## src/rtl/serial_addsub_pkg.sv

```systemverilog
// Shared definitions for the bit-serial adder/subtractor: FSM state
// encoding and the default operand width.
package serial_addsub_pkg;

    localparam int unsigned SERIAL_ADDSUB_DATA_W_DEFAULT = 16;

    typedef enum logic [1:0] {
        IDLE = 2'd0,
        RUN  = 2'd1,
        DONE = 2'd2
    } state_t;

endpackage

```

## src/rtl/serial_addsub_fa.sv

```systemverilog
// Single-bit full-adder cell used by the serial adder datapath.
module FA (
    input  logic a_i,
    input  logic b_i,
    input  logic c_i,
    output logic s_o,
    output logic c_o
);

    // Sum and majority carry of three input bits.
    always_comb begin
        s_o = a_i ^ b_i ^ c_i;
        c_o = (a_i & b_i) | (a_i & c_i) | (b_i & c_i);
    end

endmodule

```

## src/rtl/serial_addsub.sv

```systemverilog
// Bit-serial adder/subtractor: operands are loaded into shift registers and
// one bit per cycle is summed LSB-first through a single full-adder cell.
// Subtraction adds ~B with a carry-in of 1.
// Optional macro SERIAL_ADDSUB_OVF_EN compiles in signed-overflow detection;
// without it ovf_out is tied low.
module serial_addsub
    import serial_addsub_pkg::*;
#(
    parameter int unsigned DATA_W = SERIAL_ADDSUB_DATA_W_DEFAULT
) (
    input  logic              clk_in,
    input  logic              rst_n_in,
    input  logic              op_valid_in,
    output logic              op_ready_out,
    input  logic [DATA_W-1:0] A_in,
    input  logic [DATA_W-1:0] B_in,
    input  logic              sub_in,
    output logic              res_valid_out,
    input  logic              res_ready_in,
    output logic [DATA_W-1:0] S_out,
    output logic              C_out,
    output logic              ovf_out
);

    localparam int unsigned         CNT_W    = $clog2(DATA_W + 1);
    localparam logic [CNT_W-1:0]    LAST_CNT = CNT_W'(DATA_W - 1);

    state_t             state_q, state_d;
    logic [DATA_W-1:0]  a_q, a_d;
    logic [DATA_W-1:0]  b_q, b_d;
    logic [DATA_W-1:0]  res_q, res_d;
    logic               carry_q, carry_d;
    logic [CNT_W-1:0]   cnt_q, cnt_d;
    logic               sum_bit;
    logic               cout_bit;
`ifdef SERIAL_ADDSUB_OVF_EN
    logic               cmsb_q, cmsb_d;
`endif

    FA u_fa (
        .a_i (a_q[0]),
        .b_i (b_q[0]),
        .c_i (carry_q),
        .s_o (sum_bit),
        .c_o (cout_bit)
    );

    // State and datapath registers; reset clears everything and returns to IDLE.
    always_ff @(posedge clk_in or negedge rst_n_in) begin
        if (!rst_n_in) begin
            state_q <= IDLE;
            a_q     <= '0;
            b_q     <= '0;
            res_q   <= '0;
            carry_q <= 1'b0;
            cnt_q   <= '0;
`ifdef SERIAL_ADDSUB_OVF_EN
            cmsb_q  <= 1'b0;
`endif
        end else begin
            state_q <= state_d;
            a_q     <= a_d;
            b_q     <= b_d;
            res_q   <= res_d;
            carry_q <= carry_d;
            cnt_q   <= cnt_d;
`ifdef SERIAL_ADDSUB_OVF_EN
            cmsb_q  <= cmsb_d;
`endif
        end
    end

    // Next-state and datapath update: load in IDLE, one bit per RUN cycle,
    // hold in DONE until the result is taken.
    always_comb begin
        state_d = state_q;
        a_d     = a_q;
        b_d     = b_q;
        res_d   = res_q;
        carry_d = carry_q;
        cnt_d   = cnt_q;
`ifdef SERIAL_ADDSUB_OVF_EN
        cmsb_d  = cmsb_q;
`endif
        unique case (state_q)
            IDLE: begin
                if (op_valid_in) begin
                    a_d     = A_in;
                    b_d     = sub_in ? ~B_in : B_in;
                    carry_d = sub_in;
                    cnt_d   = '0;
                    state_d = RUN;
                end
            end
            RUN: begin
                res_d   = {sum_bit, res_q[DATA_W-1:1]};
                a_d     = a_q >> 1;
                b_d     = b_q >> 1;
                carry_d = cout_bit;
                cnt_d   = cnt_q + CNT_W'(1);
                if (cnt_q == LAST_CNT) begin
`ifdef SERIAL_ADDSUB_OVF_EN
                    // carry_q here is the carry into the MSB cell
                    cmsb_d  = carry_q;
`endif
                    state_d = DONE;
                end
            end
            DONE: begin
                if (res_ready_in) begin
                    state_d = IDLE;
                end
            end
            default: state_d = IDLE;
        endcase
    end

    // Handshake and result outputs come straight from registered state.
    always_comb begin
        op_ready_out  = (state_q == IDLE);
        res_valid_out = (state_q == DONE);
        S_out         = res_q;
        C_out         = carry_q;
`ifdef SERIAL_ADDSUB_OVF_EN
        ovf_out       = cmsb_q ^ carry_q;
`else
        ovf_out       = 1'b0;
`endif
    end

endmodule
```

## config.mk

```make
export PLATFORM = sky130hd
export DESIGN_NAME = serial_addsub
export DESIGN_NICKNAME = d
export VERILOG_FILES = /design/src/rtl/serial_addsub_pkg.sv /design/src/rtl/serial_addsub_fa.sv /design/src/rtl/serial_addsub.sv
export SDC_FILE = /design/constraint.sdc
export NUM_CORES = 1
export LEC_CHECK = 0
export BUFFER_PORTS_ARGS = -buffer_cell sky130_fd_sc_hd__buf_2
export CAP_MARGIN = 20
export CORE_ASPECT_RATIO = 1.2
export CORE_MARGIN = 3
export CORE_UTILIZATION = 45
export DETAILED_ROUTE_END_ITERATION = 10
export PLACE_DENSITY = 0.76
export SLEW_MARGIN = 25
export SYNTH_ARGS = -nofsm -noshare
export SYNTH_HDL_FRONTEND = slang
export SYNTH_SLANG_ARGS = --single-unit
```

## constraint.sdc

```tcl
create_clock -name clk_in -period 1.63 [get_ports clk_in]
set_clock_uncertainty 0.15 [all_clocks]
set_input_delay 0.326 -clock clk_in [delete_from_list [all_inputs] [get_ports clk_in]]
set_output_delay 0.326 -clock clk_in [all_outputs]
set_load 0.02 [all_outputs]
```

==> results.md, run 1 <==
- Synthesized area per cell: 10.1 um^2
- Hpwl dp: 3540 um
- Worst min path class: in2reg
- Final Slew Violations: 0
- Syn Std Cell Area: 2560 um^2
- Tcrit/Tclk final: 98.7%
- Site Rows: 29
- Clk buf depth: 2
- Sequential cell area fraction in the yosys report: 54.8%
- Status: complete, no violations
- Die span in y: 88.6 um
- CTS sink cnt: 56
- Antenna viol nets, final: 0
- R2R Setup Slk: 50 ps
- Synth cell types: 30
- Hold path startpoint: A_in[15]
- Syn Inst Count: 252
- EDFF count, synth: 0
- Final nets: 350
- Data arrival, critical path: 1130 ps
- Die Wd: 74.8 um
- Area Growth Syn to Fin: 18.8%
- Final Hold Vio Count: 0
- Overall Global Routing Usage: 15.8%
- WP data required: 1150 ps
- Initial core utilization: 47.3%
- Hold Crit Depth: 3
- Most common library cells after synthesis: nand2_1, dfrtp_1, a22oi_1, nor2_1, xnor2_1
- Static Leak: 1.59 nW
- Hold path endpoint: a_q[15]
- R2R Path Start: state_q[0]
- Worst r2r path cells: 4
- Setup-failing EPs final: 0
- Worst-path fanout max: 7
- Share of layout cells above drive strength 1: 31.2%
- Post-Layout Inst Area: 3040 um^2
- Max-cap viol count: 0
- Warnings, synthesis: 0
- Worst skew pair latency: 310 ps
- DIE AREA: 6630 um^2
- GP Congestion: 0.769
- Min Hold Slack: 60.8 ps
- H-tree Lvls: 2
- Synth Flop Type: dfrtp_1
- R2r endpoint: b_q[4]
- Placed Area: 2880 um^2
- Place WS: -48.1 ps
- Crit path setup slack, layout: 22.0 ps
- Largest net degree at the start of global routing: 57
- First-pass GRT wire length: 8230 um
- Setup crit end kind: primary output
- Most frequent cell after synthesis: nand2_1
- Final core occ: 56.2%
- Final Power: 4.84 mW
- Drt drc: 0
- Post-DR wirelength/cell: 13.7 um
- Mapped Nets: 292
- Initial antenna violation count: 0
- Synth top area cells: dfrtp_1, nand2_1, a221o_2
- Gr ovfl total: 0
- Clock transition at path regs: 90 ps
- Total CTS buffers: 5
- CTS tree: done
- Detailed Route Iter0 Violations: 86
- Setup crit start kind: flop
- Critical path class: reg2out
- I/O pin count: 57
- Vias in the first global route: 1,835
- Share of the synthesized area in the top cell type: 54.8%
- Clock Root Buffer: clkbuf_8
- Peak VDD IR: 0.000700 V
- RSZ-0062 raised after global routing: yes
- Buffers on Ports: 55
- Total number of vias: 1,943
- Time the worst path needs with I/O delays and setup: 1610 ps
- Drt pass-1 iters: 4
- N_diodes: 0
- #FFs+latches synth: 56
- Area leader, netlist: dfrtp_1
- Pwr dens: 1590 nW/um^2
- Ys async rst share: 100%
- Fmax: 622 MHz
- Vias per inst: 5.21
- Drt total wl: 5100 um
- Placeable core area: 5410 um^2
## kinds of logic (layout without fill, tap and decap cells)
group | after synthesis | after routing | share of synthesized area [%]
AO/OA/AOI/OAI | 39 | 39 | 13.2
adder cells (fa/ha/maj) | 3 | 3 | 1.76
AND/OR/NAND/NOR | 114 | 114 | 18.2
other | 1 | 1 | 0.147
buffers and inverters | 21 | 80 | 5.67
flip-flops | 56 | 56 | 54.8
multiplexers | 2 | 2 | 0.783
XOR/XNOR | 16 | 16 | 5.48
## critical path, stage by stage (launching register included)
cell and delay, ps:
dfrtp_1 490, nor2b_4 210, buf_6 120
## where the power goes
group	total [mW]	switching, mW	internal [mW]
combinational	1.79	1.01	0.782
clock	0.779	0.433	0.346
sequential	2.27	0.362	1.91
total	4.84	1.81	3.04
## flip-flops by register name, indices dropped and copies added, names as in the netlist
signal,count
S_out,16
a_q,16
b_q,16
cnt_q,5
state_q,2
C_out,1
## what timing repair did
action                                  4_1_cts  5_1_grt
endpoints found under the hold margin        56        0
endpoints found under the setup margin       17       18
hold buffers                                  1        0
gates resized for setup                       7        3
pin swaps                                     0        2
buffers inserted                              0        2
## per-stage QoR
| step | cells | setup TNS [ps] |
|---|---|---|
| 3_3_place_gp | 362 | -8.71 |
| 5_1_grt | 373 | -97.9 |
| 6_report | 373 | 0 |
| 3_5_place_dp | 362 | -489 |
| 4_1_cts | 371 | 0 |
| 2_1_floorplan | 252 | 0 |
## how the worst max path moves through the flow
stage / from / to
floorplan: state_q[0] / b_q[10]
global placement: op_valid_in / C_out
detailed placement: op_valid_in / a_q[5]
CTS: state_q[0] / op_ready_out
global route: state_q[0] / op_ready_out
finish: state_q[1] / res_valid_out
## per-layer routing
metal / share of wire [%] / global-route usage, % / up-vias / wire [um]
met2: 49 / 26.9 / 51 / 2520
met3: 4.8 / 3.30 / 6 / 246
met1: 45 / 20.2 / 937 / 2280
li1: - / - / 949 / -
met5: 0 / 0 / - / 0
met4: 1.1 / 4.37 / 0 / 57
## cell type report
type                            instances  area, um^2
Clock buffer                            7        86.3
Clock inverter                          1        7.51
Fill cell                             495        2370
Inverter                                3        11.3
Multi-Input combinational cell        175        1040
Sequential cell                        56        1400
Tap cell                               62        77.6
Timing Repair Buffer                   69         412
## cell usage in the layout, fill, tap and decap left out, drive strengths merged, types with 2 or more instances in the layout
cell type,n
nand2,86
buf,68
dfrtp,56
nor2,17
a22oi,16
xnor2,16
a221o,15
clkbuf,7
nand3,4
o21ai,4
inv,3
nor2b,2
mux2i,2
ha,2
Note: power is estimated with default switching activity, not from simulation.
==> run 2, diff against run 1 <==
Settings changed: GPL_ROUTABILITY_DRIVEN set to 1, RECOVER_POWER set to 50.
==> results.md, run 2 (same netlist as run 1, synthesis figures left out) <==
- Pwr dens: 1600 nW/um^2
- WP data required: 1150 ps
- Peak VDD IR: 0.000700 V
- Worst min path class: in2reg
- CTS sink cnt: 56
- Share of layout cells above drive strength 1: 30.5%
- GP Congestion: 0.769
- Tcrit/Tclk final: 98.6%
- Slew @ Worst Pin: 745 ps
- Die span in y: 88.6 um
- I/O pin count: 57
- Gr ovfl total: 0
- Layout fillers: 497
- Largest net degree at the start of global routing: 57
- Clock Root Buffer: clkbuf_8
- Vias per inst: 5.23
- Relative slew slack: 50.3%
- Clk buf depth: 2
- N_diodes: 0
- Detailed Route Iter0 Violations: 81
- H-tree Lvls: 2
- Setup crit start kind: flop
- Total number of vias: 1,952
- Data arrival, critical path: 1130 ps
- Drt pass-1 iters: 6
- Buffers on Ports: 55
- RSZ-0062 raised after global routing: yes
- Placeable core area: 5410 um^2
- Post-DR wirelength/cell: 13.7 um
- Die Wd: 74.8 um
- First-pass GRT wire length: 8230 um
- Static Leak: 1.57 nW
- Overall Global Routing Usage: 15.8%
- Antenna viol nets, final: 0
- Time the worst path needs with I/O delays and setup: 1610 ps
- Final Slew Violations: 0
- Fmax: 622 MHz
- CTS tree: done
- Place WS: -48.1 ps
- Critical path class: reg2out
- Setup-failing EPs final: 0
- Initial antenna violation count: 0
- Final Hold Vio Count: 0
- Status: complete, no violations
- Total CTS buffers: 5
- Most common cell after layout, fill and taps aside: nand2_1
- Final nets: 350
- Final Power: 4.83 mW
- Site Rows: 29
- Clock transition at path regs: 90 ps
- Vias in the first global route: 1,835
- Hpwl dp: 3540 um
- Initial core utilization: 47.3%
- Worst-path fanout max: 7
- Worst skew pair latency: 310 ps
- Crit path setup slack, layout: 23.5 ps
- Drt total wl: 5120 um
- Most frequent cells in the layout: nand2_1, dfrtp_1, buf_2, a22oi_1, xnor2_1
- DIE AREA: 6630 um^2
- Drt drc: 0
- Setup crit end kind: primary output
- Max-cap viol count: 0
- Area Growth Syn to Fin: 18.2%
run 2: timing repair:
item / CTS / global route
endpoints found under the hold margin: 56 / 0
hold buffers: 1 / 0
pin swaps: 0 / 2
resized for setup: 7 / 3
endpoints found under the setup margin: 17 / 18
buffers inserted: 0 / 2
run 2: final timing paths:
| kind | cells after the start | slack, ps | end | startpoint |
|---|---|---|---|---|
| max | 2 | 20 | res_valid_out | state_q[1] |
| min | 3 | 60 | a_q[15] | A_in[15] |
| max reg2reg | 4 | 50 | b_q[4] | state_q[0] |
| min reg2reg | 2 | 340 | a_q[2] | a_q[2] |
| max in group asynchronous | 3 | 280 | a_q[2] | rst_n_in |
| min in group asynchronous | 3 | 570 | S_out[9] | rst_n_in |
run 2: power breakdown:
group | switching (mW) | internal [mW]
combinational | 1.01 | 0.773
clock | 0.431 | 0.346
sequential | 0.364 | 1.91
total | 1.81 | 3.03
run 2: cell type report:
type	instances	area, um^2	share of cell area (%)
Inverter	3	11.3	0.373
Clock buffer	7	86.3	2.86
Sequential cell	56	1400	46.4
Clock inverter	1	7.51	0.248
Tap cell	62	77.6	2.57
Multi-Input combinational cell	175	1040	34.5
Timing Repair Buffer	69	397	13.1
run 2: stage by stage:
stage / instances / cell area, um^2 / TNS (ps) / util (%) / hold WS (ps)
floorplan: 252 / 2560 / 0 / - / -120
global placement: 362 / 2880 / -8.71 / 53.3 / 198
detailed placement: 362 / 2880 / -489 / 53.3 / 198
CTS: 371 / 3010 / 0 / 55.8 / 62.7
global route: 373 / 3020 / -97.9 / 55.9 / 68.6
finish: 373 / 3020 / 0 / 55.9 / 62.0
run 2: metal layers:
metal  wire (um)  GRT usage [%]  vias up
met3         247           3.30        5
met5           0              0        -
met2        2520           26.9       53
met4          59           4.37        0
met1        2290           20.2      945
li1            -              -      949
run 2: critical path, cell delays in order (launching register included):
cell	delay (ps)
dfrtp_1	490
nor2b_4	210
buf_6	120
